[src/rtl/mem_arbiter_if.sv]
// Bus bundle between the fetch/data requesters, mem_arbiter and the single-port memory.
// The arbiter takes the slave modport; the requester/memory side takes master.
interface mem_arbiter_if #(
    parameter int ADDR_WIDTH = 32,
    parameter int DATA_WIDTH = 32
);
    logic                  if_req_valid;
    logic                  if_req_ready;
    logic [ADDR_WIDTH-1:0] if_addr;
    logic                  if_resp_valid;
    logic [DATA_WIDTH-1:0] if_resp_data;

    logic                  d_req_valid;
    logic                  d_req_ready;
    logic [ADDR_WIDTH-1:0] d_addr;
    logic                  d_we;
    logic [DATA_WIDTH-1:0] d_wdata;
    logic                  d_resp_valid;
    logic [DATA_WIDTH-1:0] d_resp_data;

    logic [ADDR_WIDTH-1:0] mem_addr;
    logic                  mem_we;
    logic [DATA_WIDTH-1:0] mem_wdata;
    logic [DATA_WIDTH-1:0] mem_rdata;

    modport slave (
        input  if_req_valid, if_addr,
        output if_req_ready, if_resp_valid, if_resp_data,
        input  d_req_valid, d_addr, d_we, d_wdata,
        output d_req_ready, d_resp_valid, d_resp_data,
        output mem_addr, mem_we, mem_wdata,
        input  mem_rdata
    );

    modport master (
        output if_req_valid, if_addr,
        input  if_req_ready, if_resp_valid, if_resp_data,
        output d_req_valid, d_addr, d_we, d_wdata,
        input  d_req_ready, d_resp_valid, d_resp_data,
        input  mem_addr, mem_we, mem_wdata,
        output mem_rdata
    );
endinterface

[src/rtl/mem_arbiter.sv]
// Serialises fetch and data-port accesses onto one single-port memory (IDLE/ACCESS/RESP).
// Build option MEM_ARB_DATA_PRIORITY_EN: fixed data-port priority instead of round-robin.

// Per-port response word: loads mem_rdata when this port owns the ACCESS cycle.
module mem_arb_resp #(
    parameter int DATA_WIDTH = 32
) (
    input  logic                  clk,
    input  logic                  rst,
    input  logic                  cap,
    input  logic [DATA_WIDTH-1:0] rdata,
    output logic [DATA_WIDTH-1:0] resp_data
);
    always_ff @(posedge clk or posedge rst) begin
        if (rst)      resp_data <= '0;
        else if (cap) resp_data <= rdata;
    end
endmodule

module mem_arbiter #(
    parameter int ADDR_WIDTH = 32,
    parameter int DATA_WIDTH = 32
) (
    input  logic           clk,
    input  logic           rst,
    mem_arbiter_if.slave   bus,
    output logic           busy
);
    localparam int   NUM_PORTS = 2;
    localparam logic PORT_IF   = 1'b0;
    localparam logic PORT_D    = 1'b1;

    typedef enum logic [1:0] {
        IDLE   = 2'd0,
        ACCESS = 2'd1,
        RESP   = 2'd2
    } state_t;

    typedef struct packed {
        logic [ADDR_WIDTH-1:0] addr;
        logic                  we;
        logic [DATA_WIDTH-1:0] wdata;
        logic                  owner;
    } req_t;

    state_t state, state_nxt;
    req_t   req_q, win_req;
    logic   grant_if, grant_d, accept;

    logic [NUM_PORTS-1:0]                 cap, resp_vld;
    logic [NUM_PORTS-1:0][DATA_WIDTH-1:0] resp_data;

`ifdef MEM_ARB_DATA_PRIORITY_EN
    // Data port always wins; fetch only gets through when data is quiet.
    always_comb begin
        grant_d  = bus.d_req_valid;
        grant_if = bus.if_req_valid && !bus.d_req_valid;
    end
`else
    logic last_grant;

    always_comb begin
        grant_if = 1'b0;
        grant_d  = 1'b0;
        if (bus.if_req_valid && bus.d_req_valid) begin
            grant_if = (last_grant == PORT_D);
            grant_d  = !grant_if;
        end else begin
            grant_if = bus.if_req_valid;
            grant_d  = bus.d_req_valid;
        end
    end

    // Reset to DATA so fetch wins the first contention.
    always_ff @(posedge clk or posedge rst) begin
        if (rst)         last_grant <= PORT_D;
        else if (accept) last_grant <= grant_d ? PORT_D : PORT_IF;
    end
`endif

    assign accept = (state == IDLE) && (grant_if || grant_d);

    // Fetch never writes; it keeps the previous wdata so mem_wdata does not toggle.
    always_comb begin
        if (grant_d) begin
            win_req.addr  = bus.d_addr;
            win_req.we    = bus.d_we;
            win_req.wdata = bus.d_wdata;
            win_req.owner = PORT_D;
        end else begin
            win_req.addr  = bus.if_addr;
            win_req.we    = 1'b0;
            win_req.wdata = req_q.wdata;
            win_req.owner = PORT_IF;
        end
    end

    always_ff @(posedge clk or posedge rst) begin
        if (rst)         req_q <= '0;
        else if (accept) req_q <= win_req;
    end

    // State register
    always_ff @(posedge clk or posedge rst) begin
        if (rst) state <= IDLE;
        else     state <= state_nxt;
    end

    // Next-state logic
    always_comb begin
        state_nxt = state;
        case (state)
            IDLE:    if (accept) state_nxt = ACCESS;
            ACCESS:  state_nxt = RESP;
            RESP:    state_nxt = IDLE;
            default: state_nxt = IDLE;
        endcase
    end

    // Output logic; everything keyed on state so reset kills mem_we and resp_valid at once.
    always_comb begin
        busy             = (state != IDLE);
        bus.if_req_ready = (state == IDLE) && grant_if;
        bus.d_req_ready  = (state == IDLE) && grant_d;
        bus.mem_we       = (state == ACCESS) && req_q.we;
        cap              = '0;
        resp_vld         = '0;
        if (state == ACCESS) cap[req_q.owner]      = 1'b1;
        if (state == RESP)   resp_vld[req_q.owner] = 1'b1;
    end

    assign bus.mem_addr  = req_q.addr;
    assign bus.mem_wdata = req_q.wdata;

    for (genvar p = 0; p < NUM_PORTS; p++) begin : g_resp
        mem_arb_resp #(.DATA_WIDTH(DATA_WIDTH)) u_resp (
            .clk       (clk),
            .rst       (rst),
            .cap       (cap[p]),
            .rdata     (bus.mem_rdata),
            .resp_data (resp_data[p])
        );
    end

    assign bus.if_resp_valid = resp_vld[PORT_IF];
    assign bus.if_resp_data  = resp_data[PORT_IF];
    assign bus.d_resp_valid  = resp_vld[PORT_D];
    assign bus.d_resp_data   = resp_data[PORT_D];
endmodule

[src/flat_wrapper.sv]
// flat-port wrapper written by rule: the top's interface ports become plain ports
module mem_arbiter_flat 
#(
    parameter int ADDR_WIDTH = 32,
    parameter int DATA_WIDTH = 32
)
  (clk, rst, busy, bus_if_req_valid, bus_if_addr, bus_if_req_ready, bus_if_resp_valid, bus_if_resp_data, bus_d_req_valid, bus_d_addr, bus_d_we, bus_d_wdata, bus_d_req_ready, bus_d_resp_valid, bus_d_resp_data, bus_mem_addr, bus_mem_we, bus_mem_wdata, bus_mem_rdata);
  mem_arbiter_if #(.ADDR_WIDTH(ADDR_WIDTH), .DATA_WIDTH(DATA_WIDTH)) bus_i ();
  input  logic clk;
  input  logic rst;
  output logic busy;
  input wire logic [$bits(bus_i.if_req_valid)-1:0] bus_if_req_valid;
  input wire logic [$bits(bus_i.if_addr)-1:0] bus_if_addr;
  output wire logic [$bits(bus_i.if_req_ready)-1:0] bus_if_req_ready;
  output wire logic [$bits(bus_i.if_resp_valid)-1:0] bus_if_resp_valid;
  output wire logic [$bits(bus_i.if_resp_data)-1:0] bus_if_resp_data;
  input wire logic [$bits(bus_i.d_req_valid)-1:0] bus_d_req_valid;
  input wire logic [$bits(bus_i.d_addr)-1:0] bus_d_addr;
  input wire logic [$bits(bus_i.d_we)-1:0] bus_d_we;
  input wire logic [$bits(bus_i.d_wdata)-1:0] bus_d_wdata;
  output wire logic [$bits(bus_i.d_req_ready)-1:0] bus_d_req_ready;
  output wire logic [$bits(bus_i.d_resp_valid)-1:0] bus_d_resp_valid;
  output wire logic [$bits(bus_i.d_resp_data)-1:0] bus_d_resp_data;
  output wire logic [$bits(bus_i.mem_addr)-1:0] bus_mem_addr;
  output wire logic [$bits(bus_i.mem_we)-1:0] bus_mem_we;
  output wire logic [$bits(bus_i.mem_wdata)-1:0] bus_mem_wdata;
  input wire logic [$bits(bus_i.mem_rdata)-1:0] bus_mem_rdata;
  assign bus_i.if_req_valid = bus_if_req_valid;
  assign bus_i.if_addr = bus_if_addr;
  assign bus_if_req_ready = bus_i.if_req_ready;
  assign bus_if_resp_valid = bus_i.if_resp_valid;
  assign bus_if_resp_data = bus_i.if_resp_data;
  assign bus_i.d_req_valid = bus_d_req_valid;
  assign bus_i.d_addr = bus_d_addr;
  assign bus_i.d_we = bus_d_we;
  assign bus_i.d_wdata = bus_d_wdata;
  assign bus_d_req_ready = bus_i.d_req_ready;
  assign bus_d_resp_valid = bus_i.d_resp_valid;
  assign bus_d_resp_data = bus_i.d_resp_data;
  assign bus_mem_addr = bus_i.mem_addr;
  assign bus_mem_we = bus_i.mem_we;
  assign bus_mem_wdata = bus_i.mem_wdata;
  assign bus_i.mem_rdata = bus_mem_rdata;
  mem_arbiter #(.ADDR_WIDTH(ADDR_WIDTH), .DATA_WIDTH(DATA_WIDTH)) u_core (.clk(clk), .rst(rst), .bus(bus_i), .busy(busy));
endmodule
[config.mk]
export PLATFORM = sky130hd
export DESIGN_NAME = mem_arbiter_flat
export DESIGN_NICKNAME = d
export VERILOG_FILES = /design/src/rtl/mem_arbiter_if.sv /design/src/rtl/mem_arbiter.sv /design/src/flat_wrapper.sv
export SDC_FILE = /design/constraint.sdc
export NUM_CORES = 1
export LEC_CHECK = 0
export ABC_AREA = 0
export CELL_PAD_IN_SITES_DETAIL_PLACEMENT = 1
export CELL_PAD_IN_SITES_GLOBAL_PLACEMENT = 1
export CORE_AREA = 2 2 148 165
export CTS_CLUSTER_SIZE = 10
export DETAILED_ROUTE_END_ITERATION = 7
export DIE_AREA = 0 0 150 167
export PLACE_DENSITY = 0.7
export SYNTH_ARGS = -nofsm -noshare
export SYNTH_HDL_FRONTEND = slang
export SYNTH_SLANG_ARGS = --single-unit
[constraint.sdc]
create_clock -name clk -period 4.85 [get_ports clk]
set_clock_uncertainty 0.15 [all_clocks]
set_input_delay 0.97 -clock clk [delete_from_list [all_inputs] [get_ports clk]]
set_output_delay 0.97 -clock clk [all_outputs]
set_load 0.1 [all_outputs]
==> Yosys cells after proc, flatten, opt, wreduce, memory -nomap -nowiden <==
Cells that the tools add are included.
{ "word_totals": {"input_bits": 133, "ff_bits": 133, "output_inout_bits": 134, "wordCells": 34} }
{ "classes": {"magnitude_cmp": 2, "eq_ne": 3, "reduce_logical": 11, "n_mux": 10} }
{ "ops": {"columns": ["operator", "n"], "rows": [
  ["$mux 66", 1],
  ["$logic_and 1x1->1", 6],
  ["$mux 2", 3],
  ["$mux 1", 4],
  ["$pmux 2 s2", 1],
  ["$eq 2x1->1 const B", 1],
  ["$eq 2x2->1 const B", 1],
  ["$logic_not 2->1", 1],
  ["$lt 1x2->1 const B", 1],
  ["$ne 2x1->1 const B", 1],
  ["$reduce_and 2->1", 1],
  ["$reduce_bool 2->1", 1],
  ["$demux 1 s1", 1],
  ["$ge 1x1->1 const B", 1],
  ["$logic_not 1->1", 1],
  ["$logic_or 1x1->1", 1]
]} }

==> Longest topological paths before layout <==
{ "depth": {"ltp_word": 6, "mapped_depth": 6, "depth_no_buf": 4} }

==> Cells and area by module <==
Synthesis repeated with hierarchy kept, for this count alone.
{ "unflattened": {"cells_unflattened": 472, "hier_area_um2": 6143.4} }
{ "by_module_without_submodules": {"columns": ["module", "n_inst", "cells_each", "area_per_inst_um2", "seq_area_each_um2"], "rows": [
  ["mem_arbiter", 1, 334, 3445.8, 1727.9],
  ["mem_arb_resp", 2, 69, 1348.8, 800.8]
]} }

==> Worst setup path after synthesis <==
Ideal clock, no wire load.
{ "synth_timing": {"path_kind": "reg2out", "startpoint": "reg u_core.state[0]", "endpoint": "out bus_if_req_ready", "arrival_ns": 2.870, "path_slack_ns": 0.860, "path_stages_with_launch": 5, "path_buffers": 1, "t_required_ns": 3.730, "path_cell_list": "dfrtp_1 -> nor2_1 -> clkbuf_1 -> inv_1 -> nor2_1"} }
{ "synth_between": {"elab_chain_cells": 2} }
{ "synth_lines": {"columns": ["item", "line_no", "source"], "rows": [
  ["from (decl)", "mem_arbiter.sv:46", "state_t state, state_nxt;"],
  ["from (signal assigned)", "mem_arbiter.sv:106", "else state <= state_nxt;"],
  ["$logic_not 2->1", "mem_arbiter.sv:123", "bus.if_req_ready = (state == IDLE) && grant_if;"],
  ["$logic_and 1x1->1", "mem_arbiter.sv:123", null],
  ["to (decl)", "flat_wrapper.sv:14", "output wire logic [$bits(bus_i.if_req_ready)-1:0] bus_if_req_ready;"]
]} }
Every way passes these cells.

==> Worst setup path after layout <==
{ "layout_timing": {"startpoint": "reg u_core.state[0]", "endpoint": "out bus_mem_we"} }
{ "layout_between": {"elab_chain_cells": 2} }
{ "layout_lines": {"columns": ["item", "line_no", "source"], "rows": [
  ["$eq 2x1->1", "mem_arbiter.sv:125", "bus.mem_we = (state == ACCESS) && req_q.we;"],
  ["$logic_and 1x1->1", "mem_arbiter.sv:125", null],
  ["to (decl)", "flat_wrapper.sv:25", "output wire logic [$bits(bus_i.mem_we)-1:0] bus_mem_we;"]
]} }
Every way passes these cells.

==> flow_summary.yaml <==
worst_setup_path:
  crit_start: "u_core.state[0]"
  cpMaxStageDelayCell: "clkdlybuf4s50_1"
  crit_cells: 3
  setup.worst_path.end: "bus_mem_we"
  critPathMaxStageDelay_ns: 1.18
  cp-end-kind: "output pin"
  r2r_setup_slack_ns: 2.53
  path_class: "reg2out"
  reg2reg_to: "u_core.bus.mem_addr[0]"
  critPathMaxFanout: 5
  crit_chain: "nor2b_1, and2_1, clkdlybuf4s50_1"
  rr_worst_depth: 6
  cp_num_buf_inv: 1
  cp.arrival_ns: 2.49
  r2r-start: "u_core.state[0]"
  crit_path_start_kind: "flip-flop"
  worst_path_dominant_cell_family: "buffers and inverters"
  required_ns: 3.73
routing:
  wl_mm: 16.5
  drt-initial-drc-count: 79
  wl_per_cell_um: 16.7
  via_count: 4152
  drtPass1Iterations: 4
  drc: 0
  ant_nets: 0
  vias_per_cell: 4.20
cells_and_area:
  nNetsFinal: 804
  layout_commonest_cell: "clkdlybuf4s50_1"
  mostFrequentLayoutCells: "clkdlybuf4s50_1, dfrtp_1, mux2_2"
  final_util_pct: 38.0
  fillers: 2534
  layout-drive-gt1-share_pct: 20.6
  antenna_cells: 0
  syn_to_final_growth_pct: 53.5
yosys:
  synth_mux_area_share_pct: 18.7
  netlist_instances: 469
  syn_area_per_cell_um2: 12.3
  yosysSeqAreaShare_pct: 57.6
  synth-seq-cells: 133
  yosysWarnings: 0
  syn_area_um2: 5780
  yosys.area_share.simple_pct: 5.41
  synth_fa_ha_area_share_pct: 0
  synth-compound-area-share_pct: 7.04
  synth.distinct_cells: 25
  synth_top_family_by_area: "multiplexers"
  syn_nets: 602
  synth_xor_area_share_pct: 0
sta:
  period_share_pct: 74.5
  max_freq_mhz: 277
  fin_ws_ns: 1.24
  rsz0062_at_grt: "false"
  worst_pin_slew_ns: 1.07
  whs_ns: 0.335
  timing.final.crit_period_ns: 3.61
  setup_viol: 0
  fin_setup_tns_ns: 0
  finalHoldViolCount: 0
  timing.slew.headroom_pct: 28.2
  slew_viol_final: 0
die:
  initial_utilization_pct: 24.8
  die_x_um: 150
  pin_count: 267
  num_rows: 59
  core_area_um2: 23300
  die_h_um: 167
  dieArea_um2: 25100
grt:
  grt_max_degree: 93
  grt_pass1_vias: 4586
  grt_pass1_wl_mm: 25.5
  grt_use_total_pct: 13.3
  antenna_found_initial: 0
  overflow: 0
worst_hold_path:
  hp-class: "reg2reg"
clock_tree:
  cts_resized: 0
  post-cts-setup-buffers: 0
  cts-root-buf: "clkbuf_16"
  cts_hold_buffers: 0
  cts_tree: "yes"
  htreeDepth: 4
  cts_buffer_depth: 2
  clk_latency_ns: 0.40
  numCtsBuffers: 17
  clock-sinks: 133
  clk_pin_slew_ns: 0.06
job:
  drv_cap: 0
status:
  outcome: "finished clean"
placed_design:
  dp_hpwl_mm: 11.9
  post-place-ws_ns: 1.27
  io_buffers: 266
  gp_congestion: 0.732
[worst register-to-register path, stage by stage (launching register included)]
cell	delay [ns]
dfrtp_1	0.44
nor2_2	0.15
buf_4	0.38
nand2_1	0.26
inv_1	0.33
buf_4	0.35
a31oi_1	0.14
[layer usage]
layer | up-vias | part of all wire (%) | GRT usage [%]
met2 | 162 | 51 | 23.0
li1 | 1949 | - | -
met5 | - | 0 | 0
met3 | 15 | 7.5 | 4.55
met4 | 0 | 1.7 | 4.39
met1 | 2026 | 40 | 15.1
[state kept, by name, summed over array words and instances, names as in the netlist]
register / flops
u_core.g_resp.u_resp.resp_data: 64
u_core.last_grant: 1
u_core.req_q: 2
u_core.state: 2
u_core.bus.mem_wdata: 32
u_core.bus.mem_addr: 32
[synth_stat cells]
cell | count | area share [%]
nor3_4 | 1 | 0.28
buf_2 | 6 | 0.52
clkbuf_1 | 13 | 0.84
a21bo_2 | 1 | 0.17
a21boi_1 | 1 | 0.13
buf_6 | 4 | 0.78
inv_1 | 4 | 0.26
dfrtp_1 | 132 | 57
a21o_1 | 2 | 0.26
clkbuf_2 | 1 | 0.087
mux2_1 | 4 | 0.78
nor3b_1 | 1 | 0.13
a31oi_1 | 32 | 3.5
or2_2 | 1 | 0.11
nor2_1 | 2 | 0.13
dfstp_2 | 1 | 0.45
nand2_1 | 66 | 4.3
nor2b_1 | 2 | 0.22
buf_4 | 67 | 8.7
o21ai_0 | 1 | 0.087
and3b_1 | 1 | 0.15
a21oi_1 | 32 | 2.8
a22o_1 | 1 | 0.15
mux2_2 | 92 | 18
and2_1 | 1 | 0.11
[how the worst min path moves through the flow]
stage | cells past startpoint | from | slack [ns] | endpoint
after global routing | 1 | u_core.bus.mem_wdata[31] | 0.36 | u_core.bus.mem_wdata[31]
after floorplan | 1 | u_core.req_q[33] | 0.31 | u_core.req_q[33]
after CTS | 1 | u_core.bus.mem_wdata[31] | 0.34 | u_core.bus.mem_wdata[31]
final | 1 | u_core.bus.mem_wdata[31] | 0.34 | u_core.bus.mem_wdata[31]
after detailed placement | 1 | u_core.bus.mem_wdata[31] | 0.33 | u_core.bus.mem_wdata[31]
after global placement | 1 | u_core.bus.mem_wdata[31] | 0.32 | u_core.bus.mem_wdata[31]
[final cells by class]
| class | count | area, um2 | area share, % |
|---|---|---|---|
| tap | 305 | 382 | 4.30 |
| clock buffer | 17 | 425 | 4.80 |
| sequential | 133 | 3330 | 37.5 |
| multi-input combinational | 241 | 1810 | 20.5 |
| inverter | 4 | 20.0 | 0.226 |
| clock inverter | 14 | 168 | 1.89 |
| timing repair buffer | 274 | 2730 | 30.8 |
[metrics by stage]
step           cells  area, um2
4_1_cts          988       8870
2_1_floorplan    469       5780
6_report         988       8870
3_3_place_gp     957       8280
3_5_place_dp     957       8280
5_1_grt          988       8870
[logic make-up after synthesis]
group / after synthesis
AO/OA/AOI/OAI: 70
buffers and inverters: 95
flip-flops: 133
multiplexers: 96
AND/OR/NAND/NOR: 75
Power is left out: the tool's default activity adds up to more than one toggle a clock period on the data nets, which glitch-free logic cannot reach.
